**config.mk**
```make
export PLATFORM = sky130hd
export DESIGN_NAME = cache_miss_ctrl_flat
export DESIGN_NICKNAME = d
export VERILOG_FILES = /design/src/rtl/cache_miss_ctrl_if.sv /design/src/rtl/cache_miss_ctrl.sv /design/src/flat_wrapper.sv
export SDC_FILE = /design/constraint.sdc
export NUM_CORES = 1
export LEC_CHECK = 0
export BUFFER_PORTS_ARGS = -buffer_cell sky130_fd_sc_hd__buf_2
export CORE_AREA = 2 2 131 133
export DETAILED_ROUTE_END_ITERATION = 7
export DIE_AREA = 0 0 133 135
export PLACE_DENSITY = 0.77
export SLEW_MARGIN = 20
export SYNTH_ARGS = -nofsm -noshare
export SYNTH_HDL_FRONTEND = slang
export SYNTH_SLANG_ARGS = --single-unit
```
**constraint.sdc**
```tcl
create_clock -name clk_i -period 3.9 [get_ports clk_i]
set_clock_uncertainty 0.1 [all_clocks]
set_input_delay 0.585 -clock clk_i [delete_from_list [all_inputs] [get_ports clk_i]]
set_output_delay 0.585 -clock clk_i [all_outputs]
set_load 0.02 [all_outputs]
```
**src/rtl/cache_miss_ctrl_if.sv**
```systemverilog
// cache_miss_ctrl_if: cache-side miss request and memory-side request/ack bundle
// for the miss/refill sequencer.
interface cache_miss_ctrl_if #(
    parameter int AW = 32,
    parameter int DW = 32
);
    logic          cache_miss;
    logic          miss_is_wr;
    logic [AW-1:0] miss_addr;
    logic          victim_dirty;
    logic [AW-1:0] victim_addr;
    logic [DW-1:0] victim_data;
    logic          stall;
    logic          fill_valid;
    logic [DW-1:0] fill_data;
    logic          mem_req;
    logic          mem_we;
    logic [AW-1:0] mem_addr;
    logic [DW-1:0] mem_wdata;
    logic [DW-1:0] mem_rdata;
    logic          mem_ack;

    modport slave (
        input  cache_miss, miss_is_wr, miss_addr, victim_dirty, victim_addr, victim_data,
        input  mem_rdata, mem_ack,
        output stall, fill_valid, fill_data, mem_req, mem_we, mem_addr, mem_wdata
    );

    modport master (
        output cache_miss, miss_is_wr, miss_addr, victim_dirty, victim_addr, victim_data,
        output mem_rdata, mem_ack,
        input  stall, fill_valid, fill_data, mem_req, mem_we, mem_addr, mem_wdata
    );
endinterface

```
**src/rtl/cache_miss_ctrl.sv**
```systemverilog
// cache_miss_ctrl: miss/refill sequencer -- dirty writeback, word fetch, fill pulse,
// memory-wait timeout with sticky error and saturating miss/writeback counters.
module cache_miss_ctrl #(
    parameter int AW      = 32,
    parameter int DW      = 32,
    parameter int TIMEOUT = 64,
    parameter int CW      = 16
) (
    input  logic             clk_i,
    input  logic             reset_ni,
    cache_miss_ctrl_if.slave bus,
    output logic             bus_err_o,
    output logic [CW-1:0]    miss_cnt_o,
    output logic [CW-1:0]    wb_cnt_o
);
    localparam int            TW        = $clog2(TIMEOUT);
    localparam logic [TW-1:0] WAIT_MAX  = TW'(TIMEOUT - 1);
    localparam logic [AW-1:0] WORD_MASK = ~AW'(3);

    typedef enum logic [1:0] {IDLE, WB, RD, FILL} state_t;

    state_t        state_q;
    logic          is_wr_q;
    logic [AW-1:0] miss_addr_q;
    logic [TW-1:0] wait_q;
    logic          mem_req_q, mem_we_q, fill_valid_q, bus_err_q;
    logic [AW-1:0] mem_addr_q;
    logic [DW-1:0] mem_wdata_q, fill_data_q;
    logic [CW-1:0] miss_cnt_q, wb_cnt_q;

    assign bus.stall      = (state_q != IDLE) || bus.cache_miss;
    assign bus.fill_valid = fill_valid_q;
    assign bus.fill_data  = fill_data_q;
    assign bus.mem_req    = mem_req_q;
    assign bus.mem_we     = mem_we_q;
    assign bus.mem_addr   = mem_addr_q;
    assign bus.mem_wdata  = mem_wdata_q;
    assign bus_err_o      = bus_err_q;
    assign miss_cnt_o     = miss_cnt_q;
    assign wb_cnt_o       = wb_cnt_q;

    always_ff @(posedge clk_i or negedge reset_ni) begin
        if (!reset_ni) begin
            state_q      <= IDLE;
            is_wr_q      <= 1'b0;
            miss_addr_q  <= '0;
            wait_q       <= '0;
            mem_req_q    <= 1'b0;
            mem_we_q     <= 1'b0;
            mem_addr_q   <= '0;
            mem_wdata_q  <= '0;
            fill_valid_q <= 1'b0;
            fill_data_q  <= '0;
            bus_err_q    <= 1'b0;
            miss_cnt_q   <= '0;
            wb_cnt_q     <= '0;
        end else begin
            fill_valid_q <= 1'b0;
            case (state_q)
                IDLE: if (bus.cache_miss) begin
                    is_wr_q     <= bus.miss_is_wr;
                    miss_addr_q <= bus.miss_addr & WORD_MASK;
                    mem_wdata_q <= bus.victim_data;
                    miss_cnt_q  <= miss_cnt_q + CW'(~&miss_cnt_q);
                    wait_q      <= '0;
                    if (bus.victim_dirty) begin
                        state_q    <= WB;
                        mem_req_q  <= 1'b1;
                        mem_we_q   <= 1'b1;
                        mem_addr_q <= bus.victim_addr & WORD_MASK;
                    end else if (!bus.miss_is_wr) begin
                        state_q    <= RD;
                        mem_req_q  <= 1'b1;
                        mem_we_q   <= 1'b0;
                        mem_addr_q <= bus.miss_addr & WORD_MASK;
                    end else begin
                        state_q <= FILL;
                    end
                end
                WB, RD: if (bus.mem_ack) begin
                    wait_q <= '0;
                    if (state_q == WB) begin
                        // a read miss chains straight into its fetch without dropping mem_req
                        wb_cnt_q   <= wb_cnt_q + CW'(~&wb_cnt_q);
                        state_q    <= is_wr_q ? FILL : RD;
                        mem_req_q  <= !is_wr_q;
                        mem_we_q   <= 1'b0;
                        mem_addr_q <= miss_addr_q;
                    end else begin
                        fill_data_q  <= bus.mem_rdata;
                        fill_valid_q <= 1'b1;
                        state_q      <= FILL;
                        mem_req_q    <= 1'b0;
                    end
                end else if (wait_q == WAIT_MAX) begin
                    mem_req_q <= 1'b0;
                    bus_err_q <= 1'b1;
                    state_q   <= FILL;
                end else begin
                    wait_q <= wait_q + TW'(1);
                end
                FILL: state_q <= IDLE;
            endcase
        end
    end
endmodule

```
**src/flat_wrapper.sv**
```systemverilog
// flat-port wrapper written by rule: the top's interface ports become plain ports
module cache_miss_ctrl_flat 
#(
    parameter int AW      = 32,
    parameter int DW      = 32,
    parameter int TIMEOUT = 64,
    parameter int CW      = 16
)
  (clk_i, reset_ni, bus_err_o, miss_cnt_o, wb_cnt_o, bus_cache_miss, bus_miss_is_wr, bus_miss_addr, bus_victim_dirty, bus_victim_addr, bus_victim_data, bus_mem_rdata, bus_mem_ack, bus_stall, bus_fill_valid, bus_fill_data, bus_mem_req, bus_mem_we, bus_mem_addr, bus_mem_wdata);
  cache_miss_ctrl_if #(.AW(AW), .DW(DW)) bus_i ();
  input  logic clk_i;
  input  logic reset_ni;
  output logic bus_err_o;
  output logic [CW-1:0] miss_cnt_o;
  output logic [CW-1:0] wb_cnt_o;
  input wire logic [$bits(bus_i.cache_miss)-1:0] bus_cache_miss;
  input wire logic [$bits(bus_i.miss_is_wr)-1:0] bus_miss_is_wr;
  input wire logic [$bits(bus_i.miss_addr)-1:0] bus_miss_addr;
  input wire logic [$bits(bus_i.victim_dirty)-1:0] bus_victim_dirty;
  input wire logic [$bits(bus_i.victim_addr)-1:0] bus_victim_addr;
  input wire logic [$bits(bus_i.victim_data)-1:0] bus_victim_data;
  input wire logic [$bits(bus_i.mem_rdata)-1:0] bus_mem_rdata;
  input wire logic [$bits(bus_i.mem_ack)-1:0] bus_mem_ack;
  output wire logic [$bits(bus_i.stall)-1:0] bus_stall;
  output wire logic [$bits(bus_i.fill_valid)-1:0] bus_fill_valid;
  output wire logic [$bits(bus_i.fill_data)-1:0] bus_fill_data;
  output wire logic [$bits(bus_i.mem_req)-1:0] bus_mem_req;
  output wire logic [$bits(bus_i.mem_we)-1:0] bus_mem_we;
  output wire logic [$bits(bus_i.mem_addr)-1:0] bus_mem_addr;
  output wire logic [$bits(bus_i.mem_wdata)-1:0] bus_mem_wdata;
  assign bus_i.cache_miss = bus_cache_miss;
  assign bus_i.miss_is_wr = bus_miss_is_wr;
  assign bus_i.miss_addr = bus_miss_addr;
  assign bus_i.victim_dirty = bus_victim_dirty;
  assign bus_i.victim_addr = bus_victim_addr;
  assign bus_i.victim_data = bus_victim_data;
  assign bus_i.mem_rdata = bus_mem_rdata;
  assign bus_i.mem_ack = bus_mem_ack;
  assign bus_stall = bus_i.stall;
  assign bus_fill_valid = bus_i.fill_valid;
  assign bus_fill_data = bus_i.fill_data;
  assign bus_mem_req = bus_i.mem_req;
  assign bus_mem_we = bus_i.mem_we;
  assign bus_mem_addr = bus_i.mem_addr;
  assign bus_mem_wdata = bus_i.mem_wdata;
  cache_miss_ctrl #(.AW(AW), .DW(DW), .TIMEOUT(TIMEOUT), .CW(CW)) u_core (.clk_i(clk_i), .reset_ni(reset_ni), .bus(bus_i), .bus_err_o(bus_err_o), .miss_cnt_o(miss_cnt_o), .wb_cnt_o(wb_cnt_o));
endmodule
```
==> impl_metrics.tcl <==
set metrics [dict create \
    cts_root_buffer "clkbuf_16" \
    grt_first_pass_wirelength_um 27260 \
    p_per_area_nw_per_um2 867.4 \
    num_rows 47 \
    cts_setup_buffers 0 \
    worstPathRequired_ns 4.10 \
    startpoint_type "flip-flop" \
    die_area_um2 17960 \
    multiInputGateArea_um2 3007 \
    port_buffers 260 \
    path_cells "inv_1, ha_2, buf_4, nor2_1, a211oi_4, buf_4, mux2_2" \
    first_iter_violations 235 \
    yosysUniqueCellTypes 39 \
    grt_pass1_vias 5614 \
    slew_violations 0 \
    clock_path_buffers 2 \
    synth_seq_area_share_pct 56.95 \
    reg2reg_from "u_core.state_q[0]$_DFFE_PN0P_" \
    drt_wl_total_um 16730 \
    finalHoldViolations 0 \
    grt_remaining_overflow 0 \
    htree_levels 4 \
    power_frac_seq_pct 34.9 \
    wl_per_cell_um 14.87 \
    areaGrowthSynthToFinish_pct 28.85 \
    crit_start "u_core.state_q[0]$_DFFE_PN0P_" \
    floorplan.initialDensity_pct 45.26 \
    slowest_delay_ns 0.48 \
    clock-sinks 169 \
    fill_cells 1413 \
    viasPerCell 4.968 \
    final_cell_mix "259 x buf_2, 169 x dfrtp_1, 141 x nand2_1" \
    die_y_um 135 \
    grt_max_degree 97 \
    p_switching_mw 3.229 \
    drive_gt1_share_pct 43.98 \
    r2r_cells 7 \
    dp_cells 1093 \
    post-route-cell-area_um2 9568 \
    synth_top_area_share_pct 56.95 \
    period_share_pct 68.82 \
    cts_tree "built" \
    cp_slowest_cell "buf_4" \
    final_common_cell "buf_2" \
    crit_arrival_ns 2.88 \
    cts_buffers 17 \
    place_area_um2 8937 \
    p_leak_nw 4.887 \
    rsz0062_at_grt "no" \
    path_depth 7 \
    clkPwrFrac_pct 21.5 \
    synthTopCellsByArea "dfrtp_1 57%, mux2_2 13%, nand2_1 7.1%" \
    cts-resized-gates 0 \
    yosysWarnings 0 \
    crit_type "flip-flop to flip-flop" \
    switching_share_pct 38.91 \
    pre_cts_ws_ns 1.213 \
    min_period_ns 2.684 \
    p_total_mw 8.299 \
    core_um2 16410 \
    boundaryPins 267 \
    syn_inst 634 \
    worst_pin_slew_ns 0.9516 \
    power_frac_comb_pct 43.6 \
    netlist_area_um2 7426 \
    yosys.area.top_type "dfrtp_1" \
    outcome "complete, no violations" \
    hpwl_um 12060 \
    power.internal_mw 5.070 \
    holdBufCountCts 0 \
    setup_ws_ns 1.216 \
    final_util_pct 58.32 \
    critPathBufInv 3 \
    firstDrtPassIters 4 \
    endpoint_kind "flip-flop" \
    drv_cap 0 \
    syn_avg_cell_area_um2 11.71 \
    seq_area_um2 4229 \
    insertion_delay_ns 0.42 \
    layoutNonFillerInstCount 1125 \
    vdd_drop_max_uv 436.1 \
    hold_slack_ns 0.1708 \
    grt.total_usage_pct 18.90 \
    worstPathMaxFanout 64 \
    cp_top_family "buffers and inverters" \
    clk_pin_slew_ns 0.07 \
    nets 1035 \
    ant_nets 0 \
    finalSetupViolCount 0 \
    diodes 0 \
    ys_ff_latch 169 \
    die-width_um 133 \
    vias 5589 \
    slew_headroom_pct 36.49 \
    antenna_found_initial 1 \
    setup_tns_ns 0 \
    routabilityCongestion 0.8009 \
    worst_path_most_repeated_cell "buf_4" \
    drc 0 \
    fmax_ghz 0.3726 \
    r2r_slack_ns 1.22 \
    min_path_type "input pin to async pin" \
]
==> worst reg2reg max path: cells and delay by family, from the launching register on <==
kind	cells	cell delay, ns
buffers and inverters	3	0.99
muxes	1	0.41
DFF	1	0.38
adders and majority gates	1	0.36
AOI/OAI and AO/OA	1	0.17
and+or+nand+nor	1	0.15
==> cell families (layout without fill, tap and decap cells) <==
logic type / after synthesis / in the layout / synth area share, %
buffers and inverters: 38 / 308 / 2.645
AND/OR/NAND/NOR: 207 / 207 / 12.32
flip-flops: 169 / 169 / 56.95
AO/OA/AOI/OAI: 51 / 51 / 3.926
other: 1 / 2 / 0.05050
XOR/XNOR: 29 / 29 / 3.420
adder cells (fa/ha/maj): 9 / 9 / 1.516
multiplexers: 130 / 130 / 19.17
==> metal layers <==
| metal | part of all wire [%] | global-route usage (%) | up-vias |
|---|---|---|---|
| met2 | 51 | 32.50 | 178 |
| met1 | 41 | 22.69 | 2696 |
| met3 | 6.1 | 5.068 | 27 |
| li1 | - | - | 2688 |
| met4 | 1.7 | 7.587 | 0 |
| met5 | 0 | 0 | - |
==> Yosys cell counts <==
cell / number
a211oi_4: 1
a21boi_2: 1
a21oi_1: 5
a2bb2oi_1: 1
a31o_2: 1
a31oi_1: 1
a41oi_1: 1
and2_1: 1
and3_1: 6
and4_1: 1
buf_1: 1
buf_2: 16
buf_4: 3
buf_6: 3
clkbuf_1: 8
conb_1: 1
dfrtp_1: 169
ha_1: 9
inv_1: 7
mux2_1: 10
mux2_2: 88
mux2i_1: 32
nand2_1: 141
nand2b_1: 4
nand3_1: 16
nand3b_1: 1
nand4_1: 11
nand4_2: 1
nand4b_1: 1
nor2_1: 11
nor2b_1: 2
nor3_1: 4
nor4_1: 2
nor4_2: 2
o21ai_0: 39
o31ai_1: 1
or2_2: 3
xnor2_1: 20
xor2_1: 9
==> final timing paths <==
kind | endpoint
worst max register to register | u_core.bus.mem_addr[10]$_DFFE_PN0P_
worst max-delay path | u_core.bus.mem_addr[10]$_DFFE_PN0P_
min in group clk_i | u_core.bus.fill_data[14]$_DFFE_PN0P_
worst min-delay path | u_core.bus.mem_addr[17]$_DFFE_PN0P_
worst min register to register | u_core.bus.fill_data[0]$_DFFE_PN0P_
max in group asynchronous | u_core.bus.mem_addr[26]$_DFFE_PN0P_
==> power by group through the flow <==
stage / registers, mW / logic, mW / clock network [mW]
after floorplan: 3.57 / 1.96 / 0
after global placement: 2.89 / 3.58 / 0
after detailed placement: 2.92 / 3.69 / 0
after CTS: 2.90 / 3.69 / 1.83
after global routing: 3.00 / 3.98 / 1.89
final: 2.90 / 3.62 / 1.78
==> layout make-up <==
| type | count | share of cell area [%] |
|---|---|---|
| multi-input combinational | 428 | 31.42 |
| timing repair buffer | 269 | 14.63 |
| tap | 220 | 2.877 |
| inverter | 7 | 0.2746 |
| clock inverter | 13 | 1.962 |
| clock buffer | 19 | 4.629 |
| sequential | 169 | 44.20 |
==> flip-flops by register name, indices dropped and copies added (netlist names), 2 cells and up <==
| register | count |
|---|---|
| u_core.state_q | 2 |
| u_core.wb_cnt_o | 16 |
| u_core.bus.fill_data | 32 |
| u_core.miss_addr_q | 30 |
| u_core.wait_q | 6 |
| u_core.miss_cnt_o | 16 |
| u_core.bus.mem_addr | 30 |
| u_core.bus.mem_wdata | 32 |
(Power assumes the default switching activity.)
